`src/rtl/apb_slave_regfile_param_pkg.sv`:
```
// Shared types and constants for the parametrised APB register-file slave.
package apb_slave_regfile_param_pkg;

  typedef enum logic [2:0] {
    ST_IDLE   = 3'b001,
    ST_WAIT   = 3'b010,
    ST_ACCESS = 3'b100
  } state_e;

  localparam logic [7:0]  SYS_STATUS_REG  = 8'h00;
  localparam logic [7:0]  SYS_CFG_REG     = 8'h04;
  localparam logic [7:0]  DEV_ID_REG      = 8'h08;
  localparam logic [7:0]  SYS_CTRL_REG    = 8'h0C;

  localparam logic [15:0] DEFAULT_RO_MASK = 16'h0005;
  localparam int          MAX_WAIT_STATES = 15;

endpackage

```
`src/rtl/apb_slave_regfile_param_bank.sv`:
```
// RW register array with byte-strobe writes and a one-cycle write pulse per register.
module apb_slave_regfile_param_bank #(
  parameter int                  DATA_WIDTH = 32,
  parameter int                  NUM_REGS   = 16,
  parameter logic [NUM_REGS-1:0] RO_MASK    = '0
) (
  input  logic                           clk,
  input  logic                           rst,
  input  logic                           wr_en,
  input  logic [$clog2(NUM_REGS)-1:0]    wr_idx,
  input  logic [DATA_WIDTH-1:0]          wr_data,
  input  logic [DATA_WIDTH/8-1:0]        wr_strb,
  output logic [NUM_REGS*DATA_WIDTH-1:0] reg_out,
  output logic [NUM_REGS-1:0]            wr_pulse
);

  localparam int STRB_WIDTH = DATA_WIDTH / 8;

  logic [DATA_WIDTH-1:0] regs_q [NUM_REGS];
  logic [DATA_WIDTH-1:0] regs_d [NUM_REGS];
  logic [NUM_REGS-1:0]   wr_pulse_q, wr_pulse_d;

  always_comb begin
    regs_d     = regs_q;
    wr_pulse_d = '0;
    if (wr_en && !RO_MASK[wr_idx]) begin
      wr_pulse_d[wr_idx] = 1'b1;
      for (int b = 0; b < STRB_WIDTH; b++) begin
        if (wr_strb[b]) regs_d[wr_idx][8*b +: 8] = wr_data[8*b +: 8];
      end
    end
  end

  always_ff @(posedge clk or posedge rst) begin
    if (rst) begin
      for (int i = 0; i < NUM_REGS; i++) regs_q[i] <= '0;
      wr_pulse_q <= '0;
    end else begin
      regs_q     <= regs_d;
      wr_pulse_q <= wr_pulse_d;
    end
  end

  // Read-only slots are never written; their output slice is tied to zero.
  for (genvar i = 0; i < NUM_REGS; i++) begin : g_out
    assign reg_out[i*DATA_WIDTH +: DATA_WIDTH] = RO_MASK[i] ? '0 : regs_q[i];
  end

  assign wr_pulse = wr_pulse_q;

endmodule

```
`src/rtl/apb_slave_regfile_param.sv`:
```
// APB4 slave front end: address decode, wait-state FSM and read mux over the register bank.
//   state     | meaning
//   ST_IDLE   | no transfer; waits for a setup phase, PRDATA/PSLVERR held at 0
//   ST_WAIT   | wait states counting down, PREADY=0
//   ST_ACCESS | PREADY=1; write commits on PSEL&PENABLE
module apb_slave_regfile_param
  import apb_slave_regfile_param_pkg::*;
#(
  parameter int                  DATA_WIDTH  = 32,
  parameter int                  ADDR_WIDTH  = 32,
  parameter int                  NUM_REGS    = 16,
  parameter int                  WAIT_STATES = 0,
  parameter logic [NUM_REGS-1:0] RO_MASK     = NUM_REGS'(DEFAULT_RO_MASK),
  localparam int                 STRB_WIDTH  = DATA_WIDTH / 8
) (
  input  logic                           PCLK,
  input  logic                           PRESET,
  input  logic                           PSEL,
  input  logic                           PENABLE,
  input  logic                           PWRITE,
  input  logic [ADDR_WIDTH-1:0]          PADDR,
  input  logic [DATA_WIDTH-1:0]          PWDATA,
  input  logic [STRB_WIDTH-1:0]          PSTRB,
  output logic [DATA_WIDTH-1:0]          PRDATA,
  output logic                           PREADY,
  output logic                           PSLVERR,
  input  logic [NUM_REGS*DATA_WIDTH-1:0] hw_in,
  output logic [NUM_REGS*DATA_WIDTH-1:0] reg_out,
  output logic [NUM_REGS-1:0]            wr_pulse
);

  localparam int LSB   = $clog2(STRB_WIDTH);
  localparam int IDX_W = $clog2(NUM_REGS);
  localparam logic [3:0] WAIT_LOAD =
    4'((WAIT_STATES > MAX_WAIT_STATES) ? MAX_WAIT_STATES : WAIT_STATES);

  state_e                state_q, state_d;
  logic [3:0]            cnt_q, cnt_d;
  logic [IDX_W-1:0]      idx_q, idx_d;
  logic                  write_q, write_d;
  logic [DATA_WIDTH-1:0] wdata_q, wdata_d;
  logic [STRB_WIDTH-1:0] strb_q, strb_d;
  logic                  err_q, err_d;
  logic [DATA_WIDTH-1:0] prdata_q, prdata_d;
  logic                  pslverr_q, pslverr_d;

  logic [IDX_W-1:0]      idx;
  logic                  addr_bad, err, wr_en;
  logic [DATA_WIDTH-1:0] rd_val;

  assign idx      = PADDR[LSB +: IDX_W];
  assign addr_bad = (PADDR >= ADDR_WIDTH'(NUM_REGS * STRB_WIDTH)) ||
                    (|(PADDR & ADDR_WIDTH'(STRB_WIDTH - 1)));
  assign err      = addr_bad || (PWRITE && RO_MASK[idx]);
  assign rd_val   = RO_MASK[idx] ? hw_in[idx*DATA_WIDTH +: DATA_WIDTH]
                                 : reg_out[idx*DATA_WIDTH +: DATA_WIDTH];

  always_comb begin
    state_d   = state_q;
    cnt_d     = cnt_q;
    idx_d     = idx_q;
    write_d   = write_q;
    wdata_d   = wdata_q;
    strb_d    = strb_q;
    err_d     = err_q;
    prdata_d  = prdata_q;
    pslverr_d = pslverr_q;
    wr_en     = 1'b0;
    case (state_q)
      ST_IDLE: begin
        prdata_d  = '0;
        pslverr_d = 1'b0;
        if (PSEL && !PENABLE) begin
          idx_d     = idx;
          write_d   = PWRITE;
          wdata_d   = PWDATA;
          strb_d    = PSTRB;
          err_d     = err;
          prdata_d  = (!PWRITE && !err) ? rd_val : '0;
          pslverr_d = err;
          cnt_d     = WAIT_LOAD;
          state_d   = (WAIT_LOAD == 4'd0) ? ST_ACCESS : ST_WAIT;
        end
      end
      ST_WAIT: begin
        if (!PSEL) begin
          state_d   = ST_IDLE;
          prdata_d  = '0;
          pslverr_d = 1'b0;
        end else begin
          cnt_d = cnt_q - 4'd1;
          if (cnt_q == 4'd1) state_d = ST_ACCESS;
        end
      end
      ST_ACCESS: begin
        if (!PSEL || PENABLE) begin
          // A dropped PSEL is a master abort: leave without committing.
          wr_en     = PSEL && write_q && !err_q;
          state_d   = ST_IDLE;
          prdata_d  = '0;
          pslverr_d = 1'b0;
        end
      end
      default: begin
        state_d   = ST_IDLE;
        prdata_d  = '0;
        pslverr_d = 1'b0;
      end
    endcase
  end

  always_ff @(posedge PCLK or posedge PRESET) begin
    if (PRESET) begin
      state_q   <= ST_IDLE;
      cnt_q     <= '0;
      idx_q     <= '0;
      write_q   <= 1'b0;
      wdata_q   <= '0;
      strb_q    <= '0;
      err_q     <= 1'b0;
      prdata_q  <= '0;
      pslverr_q <= 1'b0;
    end else begin
      state_q   <= state_d;
      cnt_q     <= cnt_d;
      idx_q     <= idx_d;
      write_q   <= write_d;
      wdata_q   <= wdata_d;
      strb_q    <= strb_d;
      err_q     <= err_d;
      prdata_q  <= prdata_d;
      pslverr_q <= pslverr_d;
    end
  end

  assign PREADY  = (state_q == ST_ACCESS);
  assign PRDATA  = prdata_q;
  assign PSLVERR = pslverr_q;

  apb_slave_regfile_param_bank #(
    .DATA_WIDTH (DATA_WIDTH),
    .NUM_REGS   (NUM_REGS),
    .RO_MASK    (RO_MASK)
  ) u_bank (
    .clk      (PCLK),
    .rst      (PRESET),
    .wr_en    (wr_en),
    .wr_idx   (idx_q),
    .wr_data  (wdata_q),
    .wr_strb  (strb_q),
    .reg_out  (reg_out),
    .wr_pulse (wr_pulse)
  );

endmodule

```
`config.mk`:
```
export PLATFORM = sky130hd
export DESIGN_NAME = apb_slave_regfile_param
export DESIGN_NICKNAME = d
export VERILOG_FILES = /design/src/rtl/apb_slave_regfile_param_pkg.sv /design/src/rtl/apb_slave_regfile_param_bank.sv /design/src/rtl/apb_slave_regfile_param.sv
export SDC_FILE = /design/constraint.sdc
export NUM_CORES = 1
export LEC_CHECK = 0
export CORE_AREA = 3 3 444 446
export CTS_CLUSTER_DIAMETER = 120
export DETAILED_ROUTE_END_ITERATION = 16
export DIE_AREA = 0 0 447 449
export SLEW_MARGIN = 0
export SYNTH_ARGS = -nofsm -noshare
export SYNTH_HDL_FRONTEND = slang
export SYNTH_HIERARCHICAL = 1
export SYNTH_SLANG_ARGS = --single-unit
```
`constraint.sdc`:
```
create_clock -name PCLK -period 17.55 [get_ports PCLK]
set_clock_uncertainty 0.1 [all_clocks]
set_input_delay 3.51 -clock PCLK [delete_from_list [all_inputs] [get_ports PCLK]]
set_output_delay 3.51 -clock PCLK [all_outputs]
set_load 0.05 [all_outputs]
```
Word level (Yosys, flattened, before mapping). Memory sizes are Yosys's and may differ from the RTL's. Cells that the tools add are included.

Output and inout bits: 562. ROM bits: 32. Logic and storage cells: 114. Memories: 2. Register bits after elaboration: 610.

$lt $le $gt $ge: 6. Equal/unequal tests: 9. Shift-type cells: 2. Bitwise operators: 1. Reduce and logical (&&, ||, !) cells: 23. Muxes and demuxes: 44. Add/subtract/negate cells: 1.

Memories: (name not given) (depth 16, width 1, read ports 1, clocked after memory_dff 0, wr ports 0, RTL line apb_slave_regfile_param_bank.sv:26) `if (wr_en && !RO_MASK[wr_idx]) begin`; (name not given) (depth 16, width 1, read ports 1, clocked after memory_dff 0, wr ports 0, RTL line apb_slave_regfile_param.sv:55) `assign rd_val = RO_MASK[idx] ? hw_in[idx*DATA_WIDTH +: DATA_WIDTH]`.

Operator list (number): 512-bit two-way mux (7); 512-bit bitwise mux (4); 512-bit by 10-bit indexed part select with 32-bit output (2); 32-bit demux with 4-bit select (4); 32-bit two-way mux (6); 32-bit case mux with 3 select lines (1); 32-bit by 7-bit greater-or-equal comparator with 1-bit output, second input constant (1); 16-bit two-way mux (2); 24-bit two-way mux (1); 3-bit two-way mux (4); 4-bit by 5-bit < comparator with 1-bit output, second input constant (2); 3-bit case mux with 3 select lines (1); 1-bit logical AND (8); 1-bit two-way mux (8); 4-bit two-way mux (2); 8-bit two-way mux (1); 4-bit case mux with 2 select lines (1); 1-bit logical NOT (6); 2-bit != test, second input constant (3); 3-bit AND reduction (2); 5-bit greater-or-equal comparator, second input constant (1); 5-bit by 1-bit < comparator with 1-bit output, second input constant (1); 4-bit NOT with 5-bit output (1); 1-bit demux with 4-bit select (1); other kinds (13) (16).

Longest topological paths before layout.
Depth after elaboration: 16. Gate-level depth with buffers: 9. Gate-level depth less buffers: 6.

Cells and area by module. Netlist, hierarchy kept.

By module, submodules not included: apb_slave_regfile_param_bank (area an instance 18377.6 um^2, cells an instance 1124, seq. area each 11611.1 um^2, instances 1); apb_slave_regfile_param (area an instance 7597.3 um^2, cells an instance 647, seq. area each 1928.1 um^2, instances 1).

Worst setup path after synthesis. OpenSTA, ideal clock, no wires.

Path type: input port to flip-flop. Start point: in PSEL. End point: reg u_bank.regs_q (netlist bit u_bank/reg_out[472]). Stages: 7. Data arrival time: 5021 ps. Data required time: 17325 ps. Setup time: 125 ps. Path buffers: 2. Slack: 12304 ps. Cell sequence: nand2_1 -> nor3_1 -> buf_4 -> buf_6 -> nand4b_2 -> nor2_2 -> mux2_2.

Longest elaborated chain between the ends: 5. Elaborated cells between the ends (all ways): 7. Those cells by class: mux (2); reduce/logical (5).

RTL lines: start, declared (RTL line apb_slave_regfile_param.sv:18) `input logic PSEL,`; 1-bit logical AND or 1-bit logical NOT (tied branches) (RTL line apb_slave_regfile_param.sv:98, apb_slave_regfile_param.sv:96); 1-bit logical AND or 1-bit logical OR (tied branches) (RTL line apb_slave_regfile_param.sv:98, apb_slave_regfile_param.sv:96); 1-bit two-way mux * (RTL line apb_slave_regfile_param.sv:96) `if (!PSEL || PENABLE) begin`; 1-bit two-way mux * (RTL line apb_slave_regfile_param.sv:69) `case (state_q)`; via wr_en (RTL line apb_slave_regfile_param.sv:48) `logic addr_bad, err, wr_en;`; 1-bit logical AND * (RTL line apb_slave_regfile_param_bank.sv:26); end signal, assigned (RTL line apb_slave_regfile_param_bank.sv:39) `regs_q <= regs_d;`; end, declared (RTL line apb_slave_regfile_param_bank.sv:19) `logic [DATA_WIDTH-1:0] regs_q [NUM_REGS];`.

The timed path passes the listed nets; every way through them passes the cells marked *. A chain may end at the register's enable or synchronous reset.

Worst setup path in the final report.
Start point: in PSEL. End point: reg u_bank.regs_q (netlist bit u_bank/reg_out[149]).

Same word-level chain as after synthesis.

==> metrics.yaml <==
synthesis:
  synth_flop_cell: "dfrtp_1"
  synth_edf_count: 0
  synth_seq_cells: 541
  netlist_instances: 1771
  yosysSeqAreaShare_pct: 52.1
  yosysWarnings: 6
  netlist_area_um2: 26000
  postSynthAreaPerCell_um2: 14.7
  synthArstFlopShare_pct: 100
  synth_cell_types: 51
detailed_routing:
  ant_nets: 0
  wl_per_cell_um: 27.5
  drt_pre_antenna_iters: 5
  drtIter0Drc: 1159
  drt-vias-per-instance: 3.72
  drt-total-wl_um: 138000
  drc: 0
  vias: 18700
timing:
  drv_slew: 0
  rsz0062_at_grt: "false"
  setup_viol: 0
  max_clock_freq_ghz: 0.151
  period_needed_ns: 6.62
  slew_headroom_pct: 25.2
  setup_tns_ns: 0
  tightest_slew_ns: 1.12
  finalHoldViolations: 0
  fin_crit_sh_pct: 37.7
status:
  outcome: "finished, final reports clean"
power_and_ir_drop:
  p_int_mw: 2.24
  p_per_area_nw_per_um2: 84.2
  power_mw: 3.17
  switchingPower_mw: 0.938
  switching_share_pct: 29.6
  p_comb_share_pct: 9.8
  sequentialPowerShare_pct: 43.6
  irDropWorstVdd_uv: 63.1
  clkPwrFrac_pct: 46.5
  leakagePower_nw: 15.9
worst_setup_path:
  critical_path.cell_chain: "clkdlybuf4s50_1 -> nand2_1 -> nor3_2 -> buf_4 -> nor3b_2 -> nand3_2 -> mux2_2"
  slowest_delay_ns: 0.97
  worstRegToRegCells: 7
  worstSetupPathType: "input port to flip-flop"
  crit_fanout: 17
  critPathBufInv: 2
  start_kind: "input port"
  crit_path_top_delay_cell: "nor3b_2"
  arrival_ns: 7.02
  crit_family: "simple AND/OR/NAND/NOR gates"
  regToRegEndpoint: "u_bank/reg_out[149]"
  cp_data_required_time_ns: 17.95
  worstSetupEndpointType: "flip-flop"
  timing.rr.start: "state_q[0]"
  r2r_slack_ns: 13.70
grt:
  overflow: 0
  grtUsageMet2_pct: 22.0
  grt_pass1_vias: 19500
  grt_pass1_wl_um: 183000
  use_met3_pct: 4.21
  grt_max_degree: 92
  antenna_found_initial: 29
  grt_usage_pct: 13.4
  grt_busiest_layer: "met2"
  grt_util_met1_pct: 16.1
clock_network:
  cts_max_level: 3
  post_cts_buffers: 0
  clockRootBuffer: "clkbuf_16"
  numCtsBuffers: 71
  clk_latency_ns: 0.68
  clkSlewWorstSetupHoldPaths_ns: 0.06
  cts_sinks: 541
  cts_resized: 0
  cts_hold_buf: 0
  cts_buffer_depth: 3
  cts_tree: "built"
layout:
  drive_gt1_share_pct: 33.6
  most-common-layout-cells: "671 x clkdlybuf4s50_1, 540 x dfrtp_1, 508 x mux2_2, 102 x mux4_2, 78 x nand2_1"
  final_common_cell: "clkdlybuf4s50_1"
  fillers: 20900
  utilization_pct: 19.5
  finalNonFillerCells: 5025
  nets: 3018
  syn_to_final_growth_pct: 45.1
min_path:
  min_from: "PRDATA[29]"
  worstHoldPathType: "flip-flop to flip-flop"
  hold_path_end: "PRDATA[29]"
  hold_depth: 2
flow_run:
  cap_viol_max_count: 0
floorplan:
  io_pins: 1147
  die_h_um: 449
  num_rows: 161
  die-area_um2: 201000
  fp.dieW_um: 447
  coreArea_um2: 193000
  initial_core_util_pct: 13.5
placed_design:
  hpwl_um: 105000
  place.gp.congestion: 0.807
  place_inst: 4886
  port_buffers: 675
[power by group through the flow]
stage	combinational, mW	sequential, mW	clock [mW]
final	0.313	1.38	1.48
after CTS	0.323	1.38	1.54
after floorplan	0.230	1.33	0
after global placement	0.321	1.41	0
after detailed placement	0.322	1.41	0
after global routing	0.335	1.39	1.57
[registers in the layout, summed over array words and instances (netlist names), 2 cells and up]
name             flops
PRDATA              32
idx_q                4
state_q              2
strb_q               4
u_bank/reg_out     448
u_bank/wr_pulse     16
wdata_q             32
[kinds of logic (layout without fill, tap and decap cells)]
logic type | after synthesis | in the layout | share of synthesized area (%)
other | 1 | 78 | 0.0144
buffers and inverters | 190 | 841 | 4.57
AND/OR/NAND/NOR | 225 | 225 | 6.04
multiplexers | 683 | 683 | 33.7
AO/OA/AOI/OAI | 131 | 131 | 3.54
flip-flops | 541 | 541 | 52.1
[per-layer routing]
layer | routed length (um) | part of all wire [%]
met1 | 55900 | 40
met5 | 0 | 0
met3 | 10500 | 7.6
met2 | 65700 | 48
met4 | 6100 | 4.4
[through the flow]
stage          worst slack [ns]  hold WS (ns)  instance area [um2]
6_report                  10.93         0.364                37700
5_1_grt                   10.84         0.394                37700
4_1_cts                   11.01         0.372                37700
3_5_place_dp              10.31         0.358                35300
3_3_place_gp              10.32         0.356                35300
2_1_floorplan              1.00         0.375                26200
[worst max-delay path by stage]
stage	end	slack, ns	from	cells after the start
floorplan	u_bank/reg_out[100]	1.00	PRESET	1
global placement	u_bank/reg_out[148]	10.32	PENABLE	7
detailed placement	u_bank/reg_out[149]	10.31	PENABLE	7
CTS	u_bank/reg_out[148]	11.01	PENABLE	7
global route	u_bank/reg_out[146]	10.84	PENABLE	7
finish	u_bank/reg_out[149]	10.93	PSEL	7
[cells in the mapped netlist (all sizes together), types with 2 or more instances]
cell type  instances  area (um2)
a21oi             20         100
nand2             80         310
a22o               5        43.8
nor4               8        65.1
o21ai             23         115
o22ai              8        50.1
o221ai            19         166
a211o              3        26.3
nand3              9        75.1
nor2b             16         100
buf              138         991
nand4b             8         146
clkbuf            46         173
a211oi            26         200
nand2b             6        37.5
inv                6        22.5
a22oi             16         120
o311ai             4        35.0
mux2             516        5810
nand4              8         155
mux2i             65         651
nor2              83         619
o211ai             2        15.0
a32o               3        30.0
and4bb             2        25.0
dfrtp            540       13500
mux4             102        2300
[cell type report]
| class | instances | area [um2] | share of cell area, % |
|---|---|---|---|
| sequential | 541 | 13500 | 35.9 |
| multi-input combinational | 1105 | 11500 | 30.6 |
| timing repair buffer | 708 | 7020 | 18.6 |
| tap | 2526 | 3160 | 8.39 |
| clock buffer | 105 | 2040 | 5.42 |
| clock inverter | 22 | 339 | 0.900 |
| inverter | 6 | 35.0 | 0.0930 |
| antenna | 12 | 30.0 | 0.0797 |
[worst min-delay path, delay by kind of cell (launching register included)]
| kind | cells | cell delay [ns] |
|---|---|---|
| DFF | 1 | 0.34 |
| and+or+nand+nor | 2 | 0.10 |
No activity file was read; power rests on OpenSTA's default activity.
